$ cat src/rtl/hdb3_pkg.sv
// hdb3_pkg: shared constants and state encoding for the HDB3 transmit controller.
package hdb3_pkg;
    localparam int WORD_W = 8;
    localparam logic [WORD_W-1:0] SYNC_WORD_DEF = 8'h1B;
    typedef enum logic [2:0] {ST_IDLE, ST_CLEAR, ST_SYNC, ST_DATA, ST_GAP} state_t;
endpackage

$ cat src/rtl/hdb3_word_buf.sv
// hdb3_word_buf: one-entry payload holding register with ready/full handshake.
module hdb3_word_buf
    import hdb3_pkg::*;
(
    input  logic              clk,
    input  logic              rst,
    input  logic              word_valid,
    input  logic [WORD_W-1:0] word_data,
    input  logic              unload,
    output logic              word_ready,
    output logic              buf_full,
    output logic [WORD_W-1:0] buf_data
);
    logic load;

    assign word_ready = !buf_full;
    assign load = word_valid && word_ready;

    // A load into an empty register wins over an unload that found it empty.
    always_ff @(posedge clk) begin
        if (rst) begin
            buf_full <= 1'b0;
            buf_data <= '0;
        end else begin
            buf_full <= load || (buf_full && !unload);
            buf_data <= load ? word_data : buf_data;
        end
    end
endmodule

$ cat src/rtl/hdb3_tx_ctrl.sv
// hdb3_tx_ctrl: frames payload words behind a sync header and serialises them
// MSB-first towards the HDB3 encoder, with an inter-frame zero gap.
module hdb3_tx_ctrl
    import hdb3_pkg::*;
#(
    parameter int                FRAME_LEN = 4,
    parameter logic [WORD_W-1:0] SYNC_WORD = SYNC_WORD_DEF,
    parameter int                GAP_LEN   = 4
) (
    input  logic              clk,
    input  logic              rst,
    input  logic              en,
    input  logic              word_valid,
    input  logic [WORD_W-1:0] word_data,
    output logic              word_ready,
    output logic              bit_out,
    output logic              bit_valid,
    output logic              frame_sync,
    output logic              enc_rst_n,
    output logic              underrun,
    output logic              busy
);
    state_t            state;
    logic              buf_full;
    logic              unload;
    logic [WORD_W-1:0] buf_data;
    logic [WORD_W-1:0] word;
    logic [WORD_W-1:0] sr;
    logic [2:0]        bit_cnt;
    logic [7:0]        word_cnt;
    logic [3:0]        gap_cnt;

    hdb3_word_buf u_buf (
        .clk        (clk),
        .rst        (rst),
        .word_valid (word_valid),
        .word_data  (word_data),
        .unload     (unload),
        .word_ready (word_ready),
        .buf_full   (buf_full),
        .buf_data   (buf_data)
    );

    // Unload while the last bit of the header or a non-final word is on the line.
    assign unload = bit_cnt == 3'd7 &&
                    (state == ST_SYNC || (state == ST_DATA && word_cnt != 8'(FRAME_LEN - 1)));
    assign word = buf_full ? buf_data : '0;

    always_ff @(posedge clk) begin
        if (rst) begin
            state      <= ST_IDLE;
            sr         <= '0;
            bit_cnt    <= '0;
            word_cnt   <= '0;
            gap_cnt    <= '0;
            bit_out    <= 1'b0;
            bit_valid  <= 1'b0;
            frame_sync <= 1'b0;
            enc_rst_n  <= 1'b0;
            underrun   <= 1'b0;
            busy       <= 1'b0;
        end else begin
            frame_sync <= 1'b0;
            underrun   <= 1'b0;
            enc_rst_n  <= 1'b1;
            case (state)
                ST_IDLE: if (en && buf_full) begin
                    state     <= ST_CLEAR;
                    enc_rst_n <= 1'b0;
                    busy      <= 1'b1;
                end
                ST_CLEAR: begin
                    state      <= ST_SYNC;
                    bit_out    <= SYNC_WORD[WORD_W-1];
                    sr         <= {SYNC_WORD[WORD_W-2:0], 1'b0};
                    bit_cnt    <= '0;
                    bit_valid  <= 1'b1;
                    frame_sync <= 1'b1;
                end
                ST_SYNC, ST_DATA: if (unload) begin
                    state    <= ST_DATA;
                    bit_out  <= word[WORD_W-1];
                    sr       <= {word[WORD_W-2:0], 1'b0};
                    underrun <= !buf_full;
                    word_cnt <= (state == ST_SYNC) ? 8'd0 : word_cnt + 8'd1;
                    bit_cnt  <= bit_cnt + 3'd1;
                end else if (bit_cnt == 3'd7) begin
                    state     <= ST_GAP;
                    bit_out   <= 1'b0;
                    bit_valid <= 1'b0;
                    bit_cnt   <= '0;
                    word_cnt  <= '0;
                    gap_cnt   <= '0;
                end else begin
                    bit_out <= sr[WORD_W-1];
                    sr      <= {sr[WORD_W-2:0], 1'b0};
                    bit_cnt <= bit_cnt + 3'd1;
                end
                ST_GAP: if (gap_cnt == 4'(GAP_LEN - 1)) begin
                    state     <= (en && buf_full) ? ST_CLEAR : ST_IDLE;
                    enc_rst_n <= !(en && buf_full);
                    busy      <= en && buf_full;
                end else begin
                    gap_cnt <= gap_cnt + 4'd1;
                end
                default: state <= ST_IDLE;
            endcase
        end
    end
endmodule

$ cat config.mk
export PLATFORM = sky130hd
export DESIGN_NAME = hdb3_tx_ctrl
export DESIGN_NICKNAME = d
export VERILOG_FILES = /design/src/rtl/hdb3_pkg.sv /design/src/rtl/hdb3_word_buf.sv /design/src/rtl/hdb3_tx_ctrl.sv
export SDC_FILE = /design/constraint.sdc
export NUM_CORES = 1
export LEC_CHECK = 0
export ABC_AREA = 1
export BUFFER_PORTS_ARGS = -buffer_cell sky130_fd_sc_hd__buf_2
export CAP_MARGIN = 20
export CORE_ASPECT_RATIO = 1.4
export CORE_UTILIZATION = 45
export CTS_BUF_LIST = sky130_fd_sc_hd__clkbuf_8
export CTS_CLUSTER_SIZE = 25
export DETAILED_ROUTE_END_ITERATION = 8
export PLACE_DENSITY = 0.78
export SLEW_MARGIN = 20
export SYNTH_ARGS = -nofsm -noshare
export SYNTH_HDL_FRONTEND = slang
export SYNTH_SLANG_ARGS = --single-unit
$ cat constraint.sdc
create_clock -name clk -period 1.7 [get_ports clk]
set_clock_uncertainty 0.2 [all_clocks]
set_input_delay 0.34 -clock clk [delete_from_list [all_inputs] [get_ports clk]]
set_output_delay 0.34 -clock clk [all_outputs]
set_load 0.02 [all_outputs]
==> run_results.csv <==
group,metric,value,unit
run_status,status,"finished with violations",
run_status,violations,"design-rule violations, negative setup slack",
logic_synthesis,synth.top_cell.area_share,42.5,%
sta,hold_viol,0,
routing,wl,4.07,mm
routing,wire_per_inst,11.3,um
critical_path,worstSetupPathType,"flip-flop to flip-flop",
die,start_util,47.3,%
cells_and_area,area_growth,21.8,%
die,die_w,56.7,um
global_route,grt_pass1_wl,7.01,mm
logic_synthesis,synth_common_cells,"nand2_1, dfxtp_1, inv_1",
sta,fmax,585,MHz
critical_path,cp_common_cell,"ha_4",
critical_path,max_stage_delay,0.36,ns
logic_synthesis,ys.flop_type,"dfxtp_1",
critical_path,worstPathCellList,"ha_4 -> ha_4 -> inv_2 -> nor2_4 -> buf_6 -> clkinvlp_4 -> o21ai_0 -> a21oi_1",
logic_synthesis,synth.area.top_cells,"dfxtp_1, nand2_1, inv_1",
global_route,grt_pass1_vias,1694,
cells_and_area,drive_gt1_share,20.3,%
clocking,cts-root-buf,"clkbuf_8",
logic_synthesis,postSynthAreaPerCell,6.71,um^2
global_route,busiest_layer,"met2",
die,die_area,4460,um^2
sta,worst_slack,-0.00904,ns
sta,drv_slew,0,
global_route,grt.overflow.total,0,
sta,final-setup-viol-count,1,
critical_path,crit_path_start_kind,"flip-flop",
clocking,clk_path_buf_depth,2,
logic_synthesis,synth_fp_nets,297,
placed_design,portBuffers,18,
die,die_y,78.6,um
sta,slew_headroom,82.2,%
cells_and_area,antenna-diode-count,0,
logic_synthesis,yosys_warnings,0,
clocking,worstSkewPairLatency,0.29,ns
logic_synthesis,synth-seq-cells,40,
critical_path,worstSetupStartpoint,"bit_cnt[1]$_SDFFE_PP0P_",
placed_design,dp_hpwl,2.78,mm
routing,vias,1822,
routing,first_pass_iters,6,
routing,viasPerCell,5.08,
critical_path,crit_path_max_fanout,8,
power,peakVddDrop,0.000688,V
critical_path,required,1.68,ns
sta,fin_crit,1.71,ns
placed_design,placed_area,2090,um^2
routing,antenna_left,0,
clocking,path_clk_slew,0.07,ns
clocking,hold_buffers,0,
die,core-area,3990,um^2
power,finalPower,2.66,mW
job,cap_violations,0,
worst_hold_path,hold_start,"word_data[1]",
critical_path,crit_family,"flip-flops",
power,p_leak,1.04,nW
placed_design,dpl.cell_count,348,
die,io_pins,19,
power,powerDensity,1160,nW/um^2
logic_synthesis,yosysTopAreaCell,"dfxtp_1",
global_route,grt_use_met3,4.12,%
sta,rsz0062_at_grt,"yes",
logic_synthesis,synth_edf_count,0,
sta,whs,0.0673,ns
worst_hold_path,hold_path_class,"primary input to flip-flop",
clocking,cts-buffers-inserted,5,
cells_and_area,fin_nets,332,
sta,period_share,101,%
die,row_count,27,
critical_path,crit_arrival,1.69,ns
logic_synthesis,synth.most_common_cell,"nand2_1",
critical_path,slowest_stage,"dfxtp_2",
global_route,antenna_found_initial,0,
cells_and_area,final_area,2300,um^2
clocking,clkSinkCount,40,
clocking,cts_tree,"done",
critical_path,path_buf_inv,3,
logic_synthesis,synth_cells,281,
global_route,grt_util_met2,35.6,%
clocking,cts.htree.levels,2,
logic_synthesis,netlist_area,1890,um^2
cells_and_area,stdcell_count,359,
global_route,grt_max_degree,23,
global_route,grt_usage,20.2,%
logic_synthesis,synthArstFlopShare,0,%
logic_synthesis,ys_types,23,
sta,worst_pin_slew,0.266,ns
critical_path,cp-end-kind,"flip-flop",
routing,drtIter0Drc,61,
logic_synthesis,yosysSeqAreaShare,42.5,%
global_route,met1_usage,21.1,%
critical_path,reg2reg_from,"bit_cnt[1]$_SDFFE_PP0P_",
routing,drc,3,
placed_design,gp_congestion,0.828,
[cell type report]
type                    instances  area, um^2
flip-flops and latches         40         805
inverters                      41         160
clock inverters                 2        8.76
well taps                      43        53.8
clock buffers                   5        68.8
fillers                       388        1690
multi-input cells             193         980
repair buffers                 35         221
[timing repair]
action | CTS | global route
pin swaps | 1 | 6
buffers inserted | 1 | 3
gates resized for setup | 9 | 20
setup endpoints to repair | 16 | 23
[power by group]
| group | switching (mW) | internal [mW] |
|---|---|---|
| Combinational | 0.556 | 0.324 |
| Clock | 0.306 | 0.273 |
| Sequential | 0.103 | 1.10 |
| Total | 0.965 | 1.70 |
[worst min-delay path: cells and delay by family]
kind          cells  cell delay [ns]
simple gates      2             0.11
buf+inv           1             0.07
[metal layers]
| metal | vias to the layer above | wire (um) |
|---|---|---|
| li1 | 963 | - |
| met1 | 807 | 1760 |
| met2 | 40 | 2010 |
| met3 | 12 | 145 |
| met4 | 0 | 148 |
| met5 | - | 0 |
[per-stage QoR]
| stage | TNS, ns | setup slack (ns) | utilization [%] |
|---|---|---|---|
| after detailed placement | -0.534 | -0.0715 | 52.4 |
| after global placement | -0.119 | -0.0521 | 52.4 |
| after floorplan | 0 | 0.0757 | - |
| final | -0.00904 | -0.00904 | 57.6 |
| after CTS | 0 | 0.000349 | 55.2 |
| after global routing | -0.424 | -0.0737 | 57.6 |
[worst paths after layout]
kind                            slack (ns)  depth (start not counted)                              to
worst min register to register        0.26                          2            bit_out$_SDFFE_PP0P_
worst max-delay path                -0.009                          8        word_cnt[0]$_SDFFE_PP0P_
worst min-delay path                  0.07                          3  u_buf.buf_data[1]$_SDFFE_PP0P_
worst max register to register      -0.009                          8        word_cnt[0]$_SDFFE_PP0P_
[kinds of logic (layout without fill, tap and decap cells)]
family,count (synthesis),after routing,synth area share (%)
buf+inv,48,83,10.3
simple gates,139,139,30.8
compound gates,49,49,13.3
flops,40,40,42.5
xor+xnor,1,1,0.465
fa+ha+maj,4,4,2.65
[flip-flops by register name, indices dropped and copies added (netlist names), 3 cells and up]
name            flops
bit_cnt             3
gap_cnt             4
sr                  7
state               3
u_buf.buf_data      8
word_cnt            8
[layout by cell type (no fill, tap or decap), drive strengths merged]
master,count
nand2,66
inv,41
dfxtp,40
nor2,39
buf,35
a21oi,25
nand3,25
o21ai,22
nand4,5
clkbuf,5
ha,4
nor3,2
and2,2
clkinvlp,1
o21a,1
a31o,1
xnor2,1
clkinv,1
(Power assumes the default switching activity.)
